==> config.mk <==
export PLATFORM = sky130hd
export DESIGN_NAME = inst_fetch_ctrl
export DESIGN_NICKNAME = d
export VERILOG_FILES = /design/src/rtl/fetch_pkg.sv /design/src/rtl/fetch_queue.sv /design/src/rtl/inst_fetch_ctrl.sv
export SDC_FILE = /design/constraint.sdc
export NUM_CORES = 1
export LEC_CHECK = 0
export BUFFER_PORTS_ARGS = -buffer_cell sky130_fd_sc_hd__buf_4
export CAP_MARGIN = 30
export CORE_MARGIN = 2
export CORE_UTILIZATION = 56
export DETAILED_ROUTE_END_ITERATION = 8
export PLACE_DENSITY = 0.86
export SYNTH_ARGS = -nofsm -noshare
export SYNTH_HDL_FRONTEND = slang
export SYNTH_SLANG_ARGS = --single-unit
==> constraint.sdc <==
create_clock -name clock -period 4.8 [get_ports clock]
set_input_delay 0.96 -clock clock [delete_from_list [all_inputs] [get_ports clock]]
set_output_delay 0.96 -clock clock [all_outputs]
set_load 0.03 [all_outputs]
==> src/rtl/fetch_pkg.sv <==
// Shared types and constants for the instruction fetch controller and its queue.
package fetch_pkg;

    localparam int          WORD_BYTES       = 4;
    localparam logic [31:0] RESET_PC_DEFAULT = 32'h0000_0000;

    typedef enum logic [1:0] {
        ST_RUN   = 2'd0,
        ST_DRAIN = 2'd1,
        ST_HALT  = 2'd2
    } fetch_state_e;

    typedef struct packed {
        logic [31:0] pc;
        logic [31:0] inst;
    } fetch_entry_t;

    function automatic logic [31:0] word_align(input logic [31:0] addr);
        return {addr[31:2], 2'b00};
    endfunction

endpackage

==> src/rtl/fetch_queue.sv <==
// Small circular FIFO of fetched {pc, inst} entries with single-cycle flush.
module fetch_queue
    import fetch_pkg::*;
#(
    parameter  int QDEPTH = 2,
    localparam int CNT_W  = $clog2(QDEPTH + 1),
    localparam int PTR_W  = $clog2(QDEPTH)
) (
    input  logic             clock,
    input  logic             reset,
    input  logic             push,
    input  fetch_entry_t     push_entry,
    input  logic             pop,
    input  logic             flush,
    output logic [CNT_W-1:0] count,
    output fetch_entry_t     head
);

    fetch_entry_t     r_mem [QDEPTH];
    logic [PTR_W-1:0] r_rd_ptr;
    logic [PTR_W-1:0] r_wr_ptr;
    logic [CNT_W-1:0] r_count;
    logic             w_do_push;
    logic             w_do_pop;

    // Pointers wrap explicitly so non-power-of-two depths work.
    function automatic logic [PTR_W-1:0] ptr_inc(input logic [PTR_W-1:0] ptr);
        return (ptr == PTR_W'(QDEPTH - 1)) ? '0 : ptr + 1'b1;
    endfunction

    assign w_do_pop  = pop && (r_count != '0);
    assign w_do_push = push && ((r_count != CNT_W'(QDEPTH)) || w_do_pop);

    always_ff @(posedge clock or negedge reset) begin
        if (!reset) begin
            r_rd_ptr <= '0;
            r_wr_ptr <= '0;
            r_count  <= '0;
            // NOTE: storage is cleared so the head reads as zero straight out of reset.
            for (int i = 0; i < QDEPTH; i++) r_mem[i] <= '0;
        end else if (flush) begin
            r_rd_ptr <= '0;
            r_wr_ptr <= '0;
            r_count  <= '0;
        end else begin
            if (w_do_push) begin
                r_mem[r_wr_ptr] <= push_entry;
                r_wr_ptr        <= ptr_inc(r_wr_ptr);
            end
            if (w_do_pop) r_rd_ptr <= ptr_inc(r_rd_ptr);
            if (w_do_push && !w_do_pop)      r_count <= r_count + 1'b1;
            else if (!w_do_push && w_do_pop) r_count <= r_count - 1'b1;
        end
    end

    assign count = r_count;
    assign head  = r_mem[r_rd_ptr];

endmodule

==> src/rtl/inst_fetch_ctrl.sv <==
// Fetch controller: owns the PC, run/drain/halt FSM, ROM address mux and the
// debug read register; fetched words are buffered in fetch_queue toward decode.
module inst_fetch_ctrl
    import fetch_pkg::*;
#(
    parameter int          ADDR_WIDTH = 5,
    parameter logic [31:0] RESET_PC   = RESET_PC_DEFAULT,
    parameter int          QDEPTH     = 2
) (
    input  logic        clock,
    input  logic        reset,
    output logic [31:0] rom_addr,
    input  logic [31:0] rom_data,
    output logic        inst_valid,
    input  logic        inst_ready,
    output logic [31:0] inst_data,
    output logic [31:0] inst_pc,
    input  logic        redirect_valid,
    input  logic [31:0] redirect_pc,
    input  logic        halt_req,
    output logic        halted,
    input  logic        dbg_req,
    input  logic [31:0] dbg_addr,
    output logic        dbg_valid,
    output logic [31:0] dbg_data,
    output logic        fetch_oob
);

    localparam int CNT_W = $clog2(QDEPTH + 1);

    fetch_state_e     r_state;
    fetch_state_e     w_state_nxt;
    logic [31:0]      r_pc;
    logic             r_dbg_valid;
    logic [31:0]      r_dbg_data;
    logic [CNT_W-1:0] w_count;
    fetch_entry_t     w_head;
    fetch_entry_t     w_push_entry;
    logic             w_queue_full;
    logic             w_pop;
    logic             w_push;
    logic             w_dbg_serve;

    // Any PC bit above the ROM index range means we would alias low words.
    assign fetch_oob    = (r_pc[31:ADDR_WIDTH+2] != '0);
    assign w_queue_full = (w_count == CNT_W'(QDEPTH));
    assign inst_valid   = (w_count != '0);
    assign w_pop        = inst_valid && inst_ready;
    assign w_push       = (r_state == ST_RUN) && !redirect_valid && !fetch_oob
                          && (!w_queue_full || w_pop);
    assign w_dbg_serve  = (r_state == ST_HALT) && dbg_req;
    assign rom_addr     = w_dbg_serve ? word_align(dbg_addr) : r_pc;
    assign w_push_entry = '{pc: r_pc, inst: rom_data};

    assign inst_data = w_head.inst;
    assign inst_pc   = w_head.pc;
    assign halted    = (r_state == ST_HALT);
    assign dbg_valid = r_dbg_valid;
    assign dbg_data  = r_dbg_data;

    // A redirect flushes the queue, which also throws away a same-cycle pop.
    fetch_queue #(.QDEPTH(QDEPTH)) u_queue (
        .clock      (clock),
        .reset      (reset),
        .push       (w_push),
        .push_entry (w_push_entry),
        .pop        (w_pop && !redirect_valid),
        .flush      (redirect_valid),
        .count      (w_count),
        .head       (w_head)
    );

    always_comb begin
        // NOTE: default first, so every path assigns w_state_nxt and no latch is inferred.
        w_state_nxt = r_state;
        unique case (r_state)
            ST_RUN:   if (halt_req) w_state_nxt = ST_DRAIN;
            ST_DRAIN: begin
                if (!halt_req)           w_state_nxt = ST_RUN;
                else if (w_count == '0)  w_state_nxt = ST_HALT;
            end
            ST_HALT:  if (!halt_req) w_state_nxt = ST_RUN;
            default:  w_state_nxt = ST_RUN;
        endcase
    end

    always_ff @(posedge clock or negedge reset) begin
        if (!reset) begin
            // NOTE: non-blocking assignments keep every register sampling pre-edge values.
            r_state <= ST_RUN;
            r_pc    <= RESET_PC;
        end else begin
            r_state <= w_state_nxt;
            if (redirect_valid) r_pc <= word_align(redirect_pc);
            else if (w_push)    r_pc <= r_pc + 32'(WORD_BYTES);
        end
    end

    always_ff @(posedge clock or negedge reset) begin
        if (!reset) begin
            r_dbg_valid <= 1'b0;
            r_dbg_data  <= '0;
        end else begin
            r_dbg_valid <= w_dbg_serve;
            if (w_dbg_serve) r_dbg_data <= rom_data;
        end
    end

endmodule

# Word level (Yosys, flattened, before mapping)
# Index checks and enable logic that the tools add are counted.
# totals
regBits	199
wordCells	80
out_inout_bits	132
input_bits	102
# classes
n_bitwise	3
reduce_logical	28
eq_ne	7
add_sub_neg	5
n_lt_le_gt_ge	3
muxes	23
# op_table
cell	n
$mux 64	4
$bwmux 128	1
$mux 32	3
$demux 64 s1	1
$add 32x3->32 const B	1
$reduce_bool 25->1	1
$mux 2	7
$logic_and 1x1->1	11
$reduce_bool 2->1	4
$mux 1	6
$ne 2x2->1 const B	3
$pmux 2 s3	1
$logic_not 1->1	5
$eq 2x2->1 const B	2
$ge 2x2->1 const B	2
$logic_not 2->1	2
$not 1->2	2
$ne 3x3->1 const B	1
$reduce_and 3->1	1
$reduce_bool 3->1	1
$add 1x1->1 const B	2
$add 2x1->2 const B	1
$eq 2x1->1 const B	1
$logic_or 1x1->1	2
other kinds (4)	4

# Depth between registers and ports, before layout
# Gate-level depths: netlist (run 1).
# depth
ltp_word	11
depth_mapped	6
mapped_depth_nobuf	6

# Modules after synthesis
# A second synthesis (run 1) with hierarchy kept.
# hier_totals
cells_unflattened	586
hier_area_um2	8937.3
# modules_own_cells
module	cells_each	area_each_um2	n_inst	seq_area_each_um2
fetch_queue	365	5913.2	1	3303.2
inst_fetch_ctrl	221	3024.2	1	1626.6

# Worst setup path after synthesis (run 1)
# No wires, ideal clock.
# synth_path
path_type	in2out
startpoint	in dbg_req
endpoint	out rom_addr[10]
stages	3
setup_slack_ns	1.887
t_arrival_ns	1.953
path_buffers	1
required_ns	3.840
path_cell_list	nand2_1 -> clkbuf_1 -> mux2_2
# synth_via
elab_chain_cells	2
# synth_lines
item	line	rtl
start: declaration	inst_fetch_ctrl.sv:22	input logic dbg_req,
$logic_and 1x1->1	inst_fetch_ctrl.sv:51	assign w_dbg_serve = (r_state == ST_HALT) && dbg_req;
$mux 32	inst_fetch_ctrl.sv:52	assign rom_addr = w_dbg_serve ? word_align(dbg_addr) : r_pc;
end: declaration	inst_fetch_ctrl.sv:12	output logic [31:0] rom_addr,
# Every way passes these cells.

# Worst setup path in the final report (run 1)
# layout_path
startpoint	reg u_queue.r_rd_ptr
endpoint	out inst_data[12]
# layout_via
elab_chain_cells	4
# layout_lines
item	line	rtl
start: declaration	fetch_queue.sv:20	logic [PTR_W-1:0] r_rd_ptr;
start signal: assignment	fetch_queue.sv:50	if (w_do_pop) r_rd_ptr <= ptr_inc(r_rd_ptr);
$not 1->2 (not written as such)	fetch_queue.sv:57	assign head = r_mem[r_rd_ptr];
$mux 64 (not written as such) (3 in a row)	fetch_queue.sv:57	
end: declaration	inst_fetch_ctrl.sv:16	output logic [31:0] inst_data,
# Every way passes these cells. The select of a mux whose other input is x is not followed.

==> metrics.txt, run 1 <==
post-synthesis compound-gate area fraction 0.6843%; Resized cells post-CTS 0; Finished Cell Area 10760 um^2; Req. time, crit path 3.84 ns; first-pass GRT wire length 29440 um; Num CTS Buffers 17; Leakage 5.556 nW; crit start category flip-flop; synthesis warning total 0; die area 15680 um^2; status complete, no violations; post-synthesis cell type count 35; critical path class flip-flop to output port; antenna violations before repair 0; Root Buffer clkbuf_16; syn avg cell area 14.56 um^2; vias in the first global route 5738; Synth Cell Area 8228 um^2; Placed Instance Area 10110 um^2; crit end category output port; Worst EP arrival 2.34 ns; FMAX 302.7 MHz; drt total wl 18110 um; predominant post-synthesis flop cell dfrtp_1; ANT nets after route 0; FP Rows 44; Sink Count 193; grt ovf 0; main combinational cell family by area after synthesis multiplexers; PD cells 391.2 nW/um^2; number of remaining DRC errors 0; mux cell area share after synthesis 30.63%; drt first pass iters 4; Final Hold Fails 0; Post-Synth Simple-Gate Area 6.965%; Least-Margin Pin Slew 0.9310 ns; Post-synth ARST share 100.0%; via count 5289; Max Cap Violations 0; worst-case clock buffer depth 2; initial DRC count 190; final core occ 74.59%; fill cell count 918; detailed placer's ending HPWL 12620 um; Post-Syn Instances 565; register area share after synthesis 58.70%; GP Congestion 0.7826; minimum clock period 3.303 ns; largest net degree at the start of global routing 119; # H-tree levels 4; Setup Skew 0.01010 ns; area grow syn2layout 30.76%; crit-path max FO 37; Post-synth EDFFs 0; peak supply drop 0.2807 mV; unrepaired setup endpoints after global routing false; Synth Area in Adders 0.1521%; setup TNS 0 ns; die height 125.2 um; Die W 125.2 um; postcts setup bufs 0; Worst Hold Class input port to async pin; cts hold-fix bufs 0; r2r worst-path depth 6; I/O pin count 234; relative slew slack 37.93%; layout cell share with drive strength beyond 1 57.25%; Tcrit/Tclk final 68.82%; port bufs 225; synthesis-stage register bit count 193; initial core utilization 57.04%; Worst-path clk slew 0.07 ns; post-synthesis xor/xnor area fraction 0.8516%; Clk Latency, worst-skew pair 0.43 ns; antenna diode count 0; vias per cell 5.375; nets 890; GRT Total Usage 23.79%; final setup vio count 0; CTS tree built; Routed wire per std cell 18.40 um; Core Region 14420 um^2; Pins Over Slew Limit 0
critical path, stage by stage (launching register included):
cell and delay (ns):
dfrtp_2 0.98, buf_4 0.38, mux2_2 0.37, buf_4 0.17
metal layers:
| layer | routed length, um | part of all wire (%) | global-route usage (%) | vias to the layer above |
|---|---|---|---|---|
| li1 | - | - | - | 2412 |
| met1 | 7634 | 42 | 29.90 | 2665 |
| met2 | 8968 | 50 | 39.93 | 183 |
| met3 | 1114 | 6.2 | 6.162 | 29 |
| met4 | 388 | 2.1 | 9.085 | 0 |
| met5 | 0 | 0 | 0 | - |
layout by cell type (no fill, tap or decap), types with 2 or more instances in the layout:
| cell | count |
|---|---|
| nand3_1 | 2 |
| clkbuf_8 | 3 |
| clkinv_4 | 2 |
| conb_1 | 4 |
| nor4_2 | 4 |
| mux2_2 | 184 |
| nand2_2 | 2 |
| clkinv_2 | 2 |
| o21ai_0 | 6 |
| inv_1 | 4 |
| dfrtp_1 | 192 |
| bufinv_16 | 3 |
| buf_4 | 228 |
| buf_12 | 3 |
| nor4_1 | 7 |
| nor2_1 | 7 |
| mux2i_1 | 2 |
| nand2_1 | 9 |
| clkbuf_16 | 17 |
| mux2_1 | 38 |
| clkinvlp_4 | 2 |
| and2_1 | 50 |
| xnor2_1 | 7 |
final cells by class:
class,instances,area (um^2),share of cell area [%]
clock buffers,21,470.5,4.373
clock inverters,11,152.6,1.419
inverters,4,15.01,0.1396
multi-input cells,338,3249,30.20
flip-flops and latches,193,4831,44.90
well taps,184,230.2,2.140
repair buffers,233,1810,16.83
registers in the layout, indices dropped and copies added, names as in the netlist:
register and cells:
dbg_valid 1, r_state 2, u_queue.r_rd_ptr 1, u_queue.r_wr_ptr 1
dbg_data 32, r_pc 30, u_queue.count 2, u_queue.r_mem 124
power by group:
| group | total [mW] | internal [mW] | leakage [nW] | switching (mW) |
|---|---|---|---|---|
| logic | 0.878 | 0.383 | 2.69 | 0.495 |
| clock network | 1.46 | 0.867 | 0.302 | 0.597 |
| registers | 1.87 | 1.77 | 2.56 | 0.0955 |
| total | 4.21 | 3.02 | 5.56 | 1.19 |
cell usage after synthesis (2+ instances only):
master    count  area, um^2
buf_2         7       35.03
clkbuf_1     16       60.06
mux2i_1       2       20.02
mux2_2      184        2072
nand2_1      10       37.54
nor2_1        7       26.28
o21ai_0       6       30.03
nor4_2        4       50.05
nand3_1       2       10.01
mux2_1       38       427.9
inv_1         4       15.01
buf_1         6       22.52
buf_4         4       30.03
nor4_1        7       43.79
and2_1       50       312.8
xnor2_1       7       61.31
dfrtp_1     193        4830
per-stage QoR:
stage	hold WS [ns]	total power, mW	std cells	worst slack (ns)
2_1_floorplan	0.4474	2.381	568	1.887
3_5_place_dp	0.4668	2.780	951	1.592
3_3_place_gp	0.4636	2.744	951	1.630
6_report	0.4433	4.209	984	1.497
4_1_cts	0.4873	4.242	983	1.479
5_1_grt	0.4670	4.355	984	1.389
cells by family (layout without fill, tap and decap cells):
| group | Yosys count | after routing |
|---|---|---|
| XOR/XNOR | 8 | 8 |
| multiplexers | 224 | 224 |
| other | 1 | 4 |
| AO/OA/AOI/OAI | 10 | 10 |
| adder cells (fa/ha/maj) | 1 | 1 |
| buffers and inverters | 37 | 269 |
| flip-flops | 193 | 193 |
| AND/OR/NAND/NOR | 91 | 91 |
path summary, 6_finish.rpt:
check                      slack [ns]                 end          startpoint
min                              0.44        dbg_data[11]               reset
max in group asynchronous        3.25   u_queue.r_mem[64]               reset
min in group clock               0.48  u_queue.r_mem[108]  u_queue.r_mem[108]
max reg2reg                      1.78   u_queue.r_mem[29]             r_pc[9]
min reg2reg                      0.48  u_queue.r_mem[108]  u_queue.r_mem[108]
max                              1.50       inst_data[12]    u_queue.r_rd_ptr
(Power assumes the default switching activity.)
==> run 2: changes to the inputs <==
Settings changed: ABC_AREA set to 1, CORE_UTILIZATION 56 to 47, PLACE_DENSITY 0.86 to 0.77.
Clock period 4.8 ns to 3 ns, I/O delays scaled along.
==> run 2 against run 1 <==
Compared with the run above: total power up 68%; area after synthesis is 0.75% higher; hold slack lost 0.27 ns; cell count is 48% higher; sequential share of layout area barely moved; critical endpoint is now rom_addr[11]; largest power group unchanged; highest routed layer unchanged.
==> metrics.txt, run 2 <==
commonest non-fill, non-tap cell in the layout nand2_1 (was buf_4); max incr delay on CP 0.39 ns (was 0.98 ns); slowest CP cell buf_4 (was dfrtp_2); GRT Total Usage 21.33% (was 23.79%); vias per cell 4.785 (was 5.375); worst-case clock buffer depth 2 (unchanged); grt ovf 0 (unchanged); die height 136.8 um (was 125.2 um); Die W 136.8 um (was 125.2 um); I/O pin count 234 (unchanged); antenna violations before repair 0 (unchanged); # H-tree levels 4 (unchanged); cts hold-fix bufs 0 (unchanged); CP dominant cell by count buf_4 (unchanged); Sink Count 193 (unchanged); Final Hold Fails 0 (unchanged); Setup Skew 0.01091 ns (was 0.01010 ns); crit start category flip-flop (unchanged); minimum clock period 2.591 ns; Pins Over Slew Limit 0 (unchanged); Finished Layout Cells 1459 (was 984); post-synthesis cell type count 28 (was 35); cell with the most instances after synthesis nand2_1 (was dfrtp_1); Core Region 17300 um^2 (was 14420 um^2); drt total wl 19170 um (was 18110 um); number of remaining DRC errors 0 (unchanged); crit-path max FO 61 (was 37); synth cell count leaders 422 x nand2_1, 193 x dfrtp_1, 125 x inv_1, 118 x o21ai_0, 47 x o21ai_1 (was 193 x dfrtp_1, 184 x mux2_2, 50 x and2_1, 38 x mux2_1, 16 x clkbuf_1); synthesis-stage register bit count 193 (unchanged); Clk Latency, worst-skew pair 0.43 ns (about the same); postcts setup bufs 0 (unchanged); Leakage 6.148 nW (was 5.556 nW); die area 18710 um^2 (was 15680 um^2); WHS 0.1759 ns (was 0.4433 ns); Tcrit/Tclk final 86.38%; Worst-path clk slew 0.06 ns (was 0.07 ns); largest net degree at the start of global routing 100 (was 119); flip-flop count of the largest register after layout 124 (unchanged); first-pass GRT wire length 31550 um (was 29440 um); initial core utilization 47.92% (was 57.04%); antenna diode count 0 (unchanged); PD cells 657.7 nW/um^2 (was 391.2 nW/um^2); synthesis warning total 0 (unchanged); Post-Syn Instances 1017 (was 565); Final Power 7.080 mW (was 4.209 mW); syn avg cell area 8.151 um^2 (was 14.56 um^2); fill cell count 1519 (was 918); Post-synth ARST share 100.0% (unchanged); top cells by area, synth dfrtp_1 58%, nand2_1 19%, o21ai_0 7.1% (was dfrtp_1 59%, mux2_2 25%, mux2_1 5.2%); nets 1324 (was 890); register area share after synthesis 58.26% (was 58.70%); drt first pass iters 5 (was 4); CP cell instances inv_1 -> nor2_1 -> nand2_2 -> clkinv_1 -> buf_4 -> nand2_1 -> o21ai_0 -> buf_4 (was buf_4 -> mux2_2 -> buf_4); Routed wire per std cell 13.14 um (was 18.40 um); initial DRC count 455 (was 190); CTS tree built (unchanged); Req. time, crit path 2.40 ns (was 3.84 ns); Num CTS Buffers 17 (unchanged); FMAX 385.9 MHz; Synth Cell Area 8289 um^2 (was 8228 um^2); Max Cap Violations 0 (unchanged); unrepaired setup endpoints after global routing false (unchanged); final core occ 62.24% (was 74.59%); critical path class flip-flop to output port (unchanged); relative slew slack 50.88% (was 37.93%); largest area contributor in the netlist dfrtp_1 (unchanged); via count 6982 (was 5289); peak supply drop 0.4176 mV (was 0.2807 mV); Worst Hold Class input port to async pin (unchanged); layout cell share with drive strength beyond 1 22.53% (was 57.25%); detailed placer's ending HPWL 12940 um (was 12620 um); Root Buffer clkbuf_16 (unchanged); Inst Count DP 1427 (was 951); Yosys top cell area share 58.26% (was 58.70%); largest register by flop count u_queue.r_mem (unchanged); Least-Margin Pin Slew 0.7368 ns (was 0.9310 ns); commonest cells after routing, fill and taps aside 421 x nand2_1, 233 x buf_4, 192 x dfrtp_1, 125 x inv_1, 118 x o21ai_0 (was 228 x buf_4, 192 x dfrtp_1, 184 x mux2_2, 50 x and2_1, 38 x mux2_1); vias in the first global route 6705 (was 5738); Resized cells post-CTS 0 (unchanged); setup TNS 0 ns (unchanged); area grow syn2layout 29.87% (was 30.76%); final setup vio count 0 (unchanged); FP Rows 48 (was 44); port bufs 225 (unchanged); predominant post-synthesis flop cell dfrtp_1 (unchanged); Post-synth EDFFs 0 (unchanged); GP Congestion 0.7764 (was 0.7826); Worst EP arrival 1.99 ns (was 2.34 ns); crit end category output port (unchanged); status complete, no violations (unchanged); ANT nets after route 0 (unchanged)
==> run 2: cell count changes after synthesis, sizes merged, moves of 3 or more <==
| cell | change |
|---|---|
| inv | +122 |
| o21ai | +159 |
| o211ai | +4 |
| clkinv | +3 |
| mux2 | -222 |
| nor4 | -11 |
| nand3 | +8 |
| xnor2 | -6 |
| nand2 | +413 |
| clkbuf | +9 |
| and2 | -50 |
| nor2 | +17 |
| buf | +14 |
==> run 2: final cells by class <==
class / instances / area [um^2] / share of cell area, %
clock buffer: 20 / 446.7 / 4.149
timing repair buffer: 238 / 1843 / 17.12
sequential: 193 / 4831 / 44.87
inverter: 129 / 490.5 / 4.556
multi-input combinational: 642 / 2718 / 25.24
tap: 225 / 281.5 / 2.615
clock inverter: 12 / 155.1 / 1.441
==> run 2: final timing paths <==
kind	slack [ns]	startpoint	endpoint	depth (start not counted)
hold / removal	0.18	reset	dbg_data[12]	1
setup reg to reg	1.15	u_queue.count[0]	u_queue.r_mem[66]	10
setup / recovery	0.41	r_state[1]	rom_addr[11]	8
hold reg to reg	0.47	u_queue.r_mem[106]	u_queue.r_mem[106]	2
min in group clock	0.38	redirect_pc[26]	r_pc[26]	3
max in group asynchronous	2.00	reset	r_pc[28]	2
==> run 2: metrics by stage <==
step	area (um^2)	setup WS (ns)
after detailed placement	10160	0.7270
final	10770	0.4087
after global routing	10770	0.1716
after global placement	10160	0.7468
after CTS	10770	0.3582
after floorplan	8300	0.6459
==> run 2: worst max-delay path, delay by kind of cell, from the launching register on <==
family          cells  cell delay [ns]
simple gates        3             0.42
compound gates      1             0.11
buf+inv             4             0.70
flops               1             0.32
==> run 2: per-layer routing <==
| layer | wire length, um | part of all wire, % | global-route usage, % | up-vias |
|---|---|---|---|---|
| met5 | 0 | 0 | 0 | - |
| met4 | 231 | 1.2 | 6.243 | 0 |
| met3 | 1206 | 6.3 | 4.889 | 24 |
| met2 | 9244 | 48 | 35.53 | 201 |
| met1 | 8490 | 44 | 27.99 | 3257 |
| li1 | - | - | - | 3500 |
==> run 2: cells by family after synthesis <==
group                    share of synthesized area [%]
buffers and inverters                            9.117
XOR/XNOR                                        0.4227
adder cells (fa/ha/maj)                         0.1509
AND/OR/NAND/NOR                                  21.48
flip-flops                                       58.26
AO/OA/AOI/OAI                                    10.52
other                                          0.04524
==> run 2: power breakdown <==
| group | total (mW) | switching (mW) | leakage, nW | internal, mW |
|---|---|---|---|---|
| clock network | 2.31 | 0.973 | 0.291 | 1.34 |
| logic | 1.75 | 1.13 | 3.27 | 0.616 |
| registers | 3.02 | 0.148 | 2.59 | 2.87 |
==> run 3: changes to the inputs <==
Settings changed: RECOVER_POWER set to 25, SLEW_MARGIN set to 20.
==> run 3 against run 2 <==
Compared with the run above: the run now ends with capacitance limit, slew limit left; maximum frequency about the same; routed wire length unchanged; clock-buffer cell count unchanged; core utilization down 0.051 points; critical path type unchanged; critical endpoint unchanged; largest cell class unchanged; largest power group unchanged; highest routed layer unchanged.
==> metrics.txt, run 3 (same netlist as run 2, synthesis figures left out) <==
status finished with violations (was complete, no violations); failing checks capacitance limit, slew limit; power share of the combinational group 24.7% (about the same); GP Congestion 0.7764 (unchanged); largest net degree at the start of global routing 100 (unchanged); Crit Reg-Reg Startpoint u_queue.count[0] (unchanged); vias in the first global route 6705 (unchanged); nets 1324 (unchanged); Finished Layout Cells 1459 (unchanged); Inst Count DP 1427 (unchanged); crit start category flip-flop (unchanged); grt ovf 0 (unchanged); flip-flop count of the largest register after layout 124 (unchanged); CTS tree built (unchanged); antenna violations before repair 0 (unchanged); layout cell share with drive strength beyond 1 22.53% (unchanged); hold_sp redirect_pc[26]; Worst Hold Class input port to flip-flop (was input port to async pin); vias per cell 4.788 (was 4.785); Worst-path clk slew 0.07 ns (was 0.06 ns); die height 136.8 um (unchanged); worst-case clock buffer depth 2 (unchanged); PD cells 658.3 nW/um^2 (was 657.7 nW/um^2); I/O pin count 234 (unchanged); commonest non-fill, non-tap cell in the layout nand2_1 (unchanged); crit-path max FO 61 (unchanged); port bufs 225 (unchanged); setup ws final 0.4088 ns (was 0.4087 ns); GRT Total Usage 21.33% (unchanged); Routed wire per std cell 13.14 um (unchanged); Num CTS Buffers 17 (unchanged); relative slew slack -26.85% (was 50.88%); detailed placer's ending HPWL 12940 um (unchanged); commonest cells after routing, fill and taps aside 421 x nand2_1, 233 x buf_4, 192 x dfrtp_1, 125 x inv_1, 118 x o21ai_0 (unchanged); cts hold-fix bufs 0 (unchanged); Internal 4.828 mW (about the same); area grow syn2layout 29.77% (was 29.87%); crit end category output port (unchanged); Leakage 6.145 nW (was 6.148 nW); Req. time, crit path 2.40 ns (about the same); Die W 136.8 um (unchanged); Root Buffer clkbuf_16 (unchanged); number of remaining DRC errors 0 (unchanged); via count 6986 (was 6982); final core occ 62.19% (was 62.24%); Least-Margin Pin Slew 1.903 ns (was 0.7368 ns); largest register by flop count u_queue.r_mem (unchanged); Pins Over Slew Limit 76 (was 0); Reg power frac 42.7% (about the same); Switching Share 31.82% (was 31.80%); Tcrit/Tclk final 86.37% (was 86.38%); ANT nets after route 0 (unchanged); FP Rows 48 (unchanged); initial DRC count 454 (was 455); antenna diode count 0 (unchanged); Place WS 0.7270 ns (unchanged); Resized cells post-CTS 0 (unchanged); R2R Setup Slk 1.15 ns (about the same); drt total wl 19170 um (unchanged); peak supply drop 0.4174 mV (was 0.4176 mV); die area 18710 um^2 (unchanged); Sink Count 193 (unchanged); unrepaired setup endpoints after global routing false (unchanged); drt first pass iters 5 (unchanged); power share of the clock group 32.7% (about the same); setup TNS 0 ns (unchanged); Max Cap Violations 1 (was 0); fill cell count 1519 (unchanged); Setup Skew 0.009957 ns (was 0.01091 ns); postcts setup bufs 0 (unchanged); critical path class flip-flop to output port (unchanged); Final Hold Fails 0 (unchanged); NetSw 2.253 mW (was 2.251 mW); WHS 0.3822 ns (was 0.1759 ns); FMAX 385.9 MHz (about the same); initial core utilization 47.92% (unchanged); Clk Latency, worst-skew pair 0.42 ns (was 0.43 ns); Worst EP arrival 1.99 ns (about the same); # H-tree levels 4 (unchanged); minimum clock period 2.591 ns (about the same); final setup vio count 0 (unchanged); first-pass GRT wire length 31550 um (unchanged); Core Region 17300 um^2 (unchanged); critical path startpoint r_state[1] (unchanged)
run 3: through the flow:
step / total power, mW / instance area, um^2
2_1_floorplan: 4.070 / 8300
3_3_place_gp: 4.797 / 10160
3_5_place_dp: 4.835 / 10160
4_1_cts: 7.150 / 10770
5_1_grt: 7.412 / 10760
6_report: 7.081 / 10760
run 3: final timing paths:
kind,cells after the start,end
worst max-delay path,8,rom_addr[11]
worst min-delay path,3,r_pc[26]
worst max register to register,10,u_queue.r_mem[66]
worst min register to register,2,u_queue.r_mem[106]
max in group asynchronous,2,r_pc[28]
min in group asynchronous,1,u_queue.r_mem[76]
run 3: power groups by stage:
stage | Sequential (mW) | Combinational [mW] | Clock [mW]
floorplan | 3.50 | 0.568 | 0
global placement | 3.06 | 1.74 | 0
detailed placement | 3.07 | 1.77 | 0
CTS | 3.02 | 1.77 | 2.36
global route | 3.05 | 1.90 | 2.46
finish | 3.02 | 1.75 | 2.31
run 3: cell type report:
type / instances / area, um^2 / area share [%]
timing repair buffer: 238 / 1834 / 17.05
tap: 225 / 281.5 / 2.617
clock buffer: 20 / 446.7 / 4.153
clock inverter: 12 / 155.1 / 1.442
sequential: 193 / 4831 / 44.91
multi-input combinational: 642 / 2718 / 25.26
inverter: 129 / 490.5 / 4.560
run 3: worst max-delay path: stages, from the launching register on:
cell,delay (ns)
dfrtp_1,0.32
inv_1,0.07
nor2_1,0.20
nand2_2,0.08
clkinv_1,0.05
buf_4,0.39
nand2_1,0.14
o21ai_0,0.11
buf_4,0.19
run 3: metal layers:
layer  vias to the layer above  routed length, um  GRT usage (%)
met4                         0                231          6.243
met5                         -                  0              0
met3                        24               1256          4.889
li1                       3499                  -              -
met2                       209               9163          35.53
met1                      3254               8520          27.99
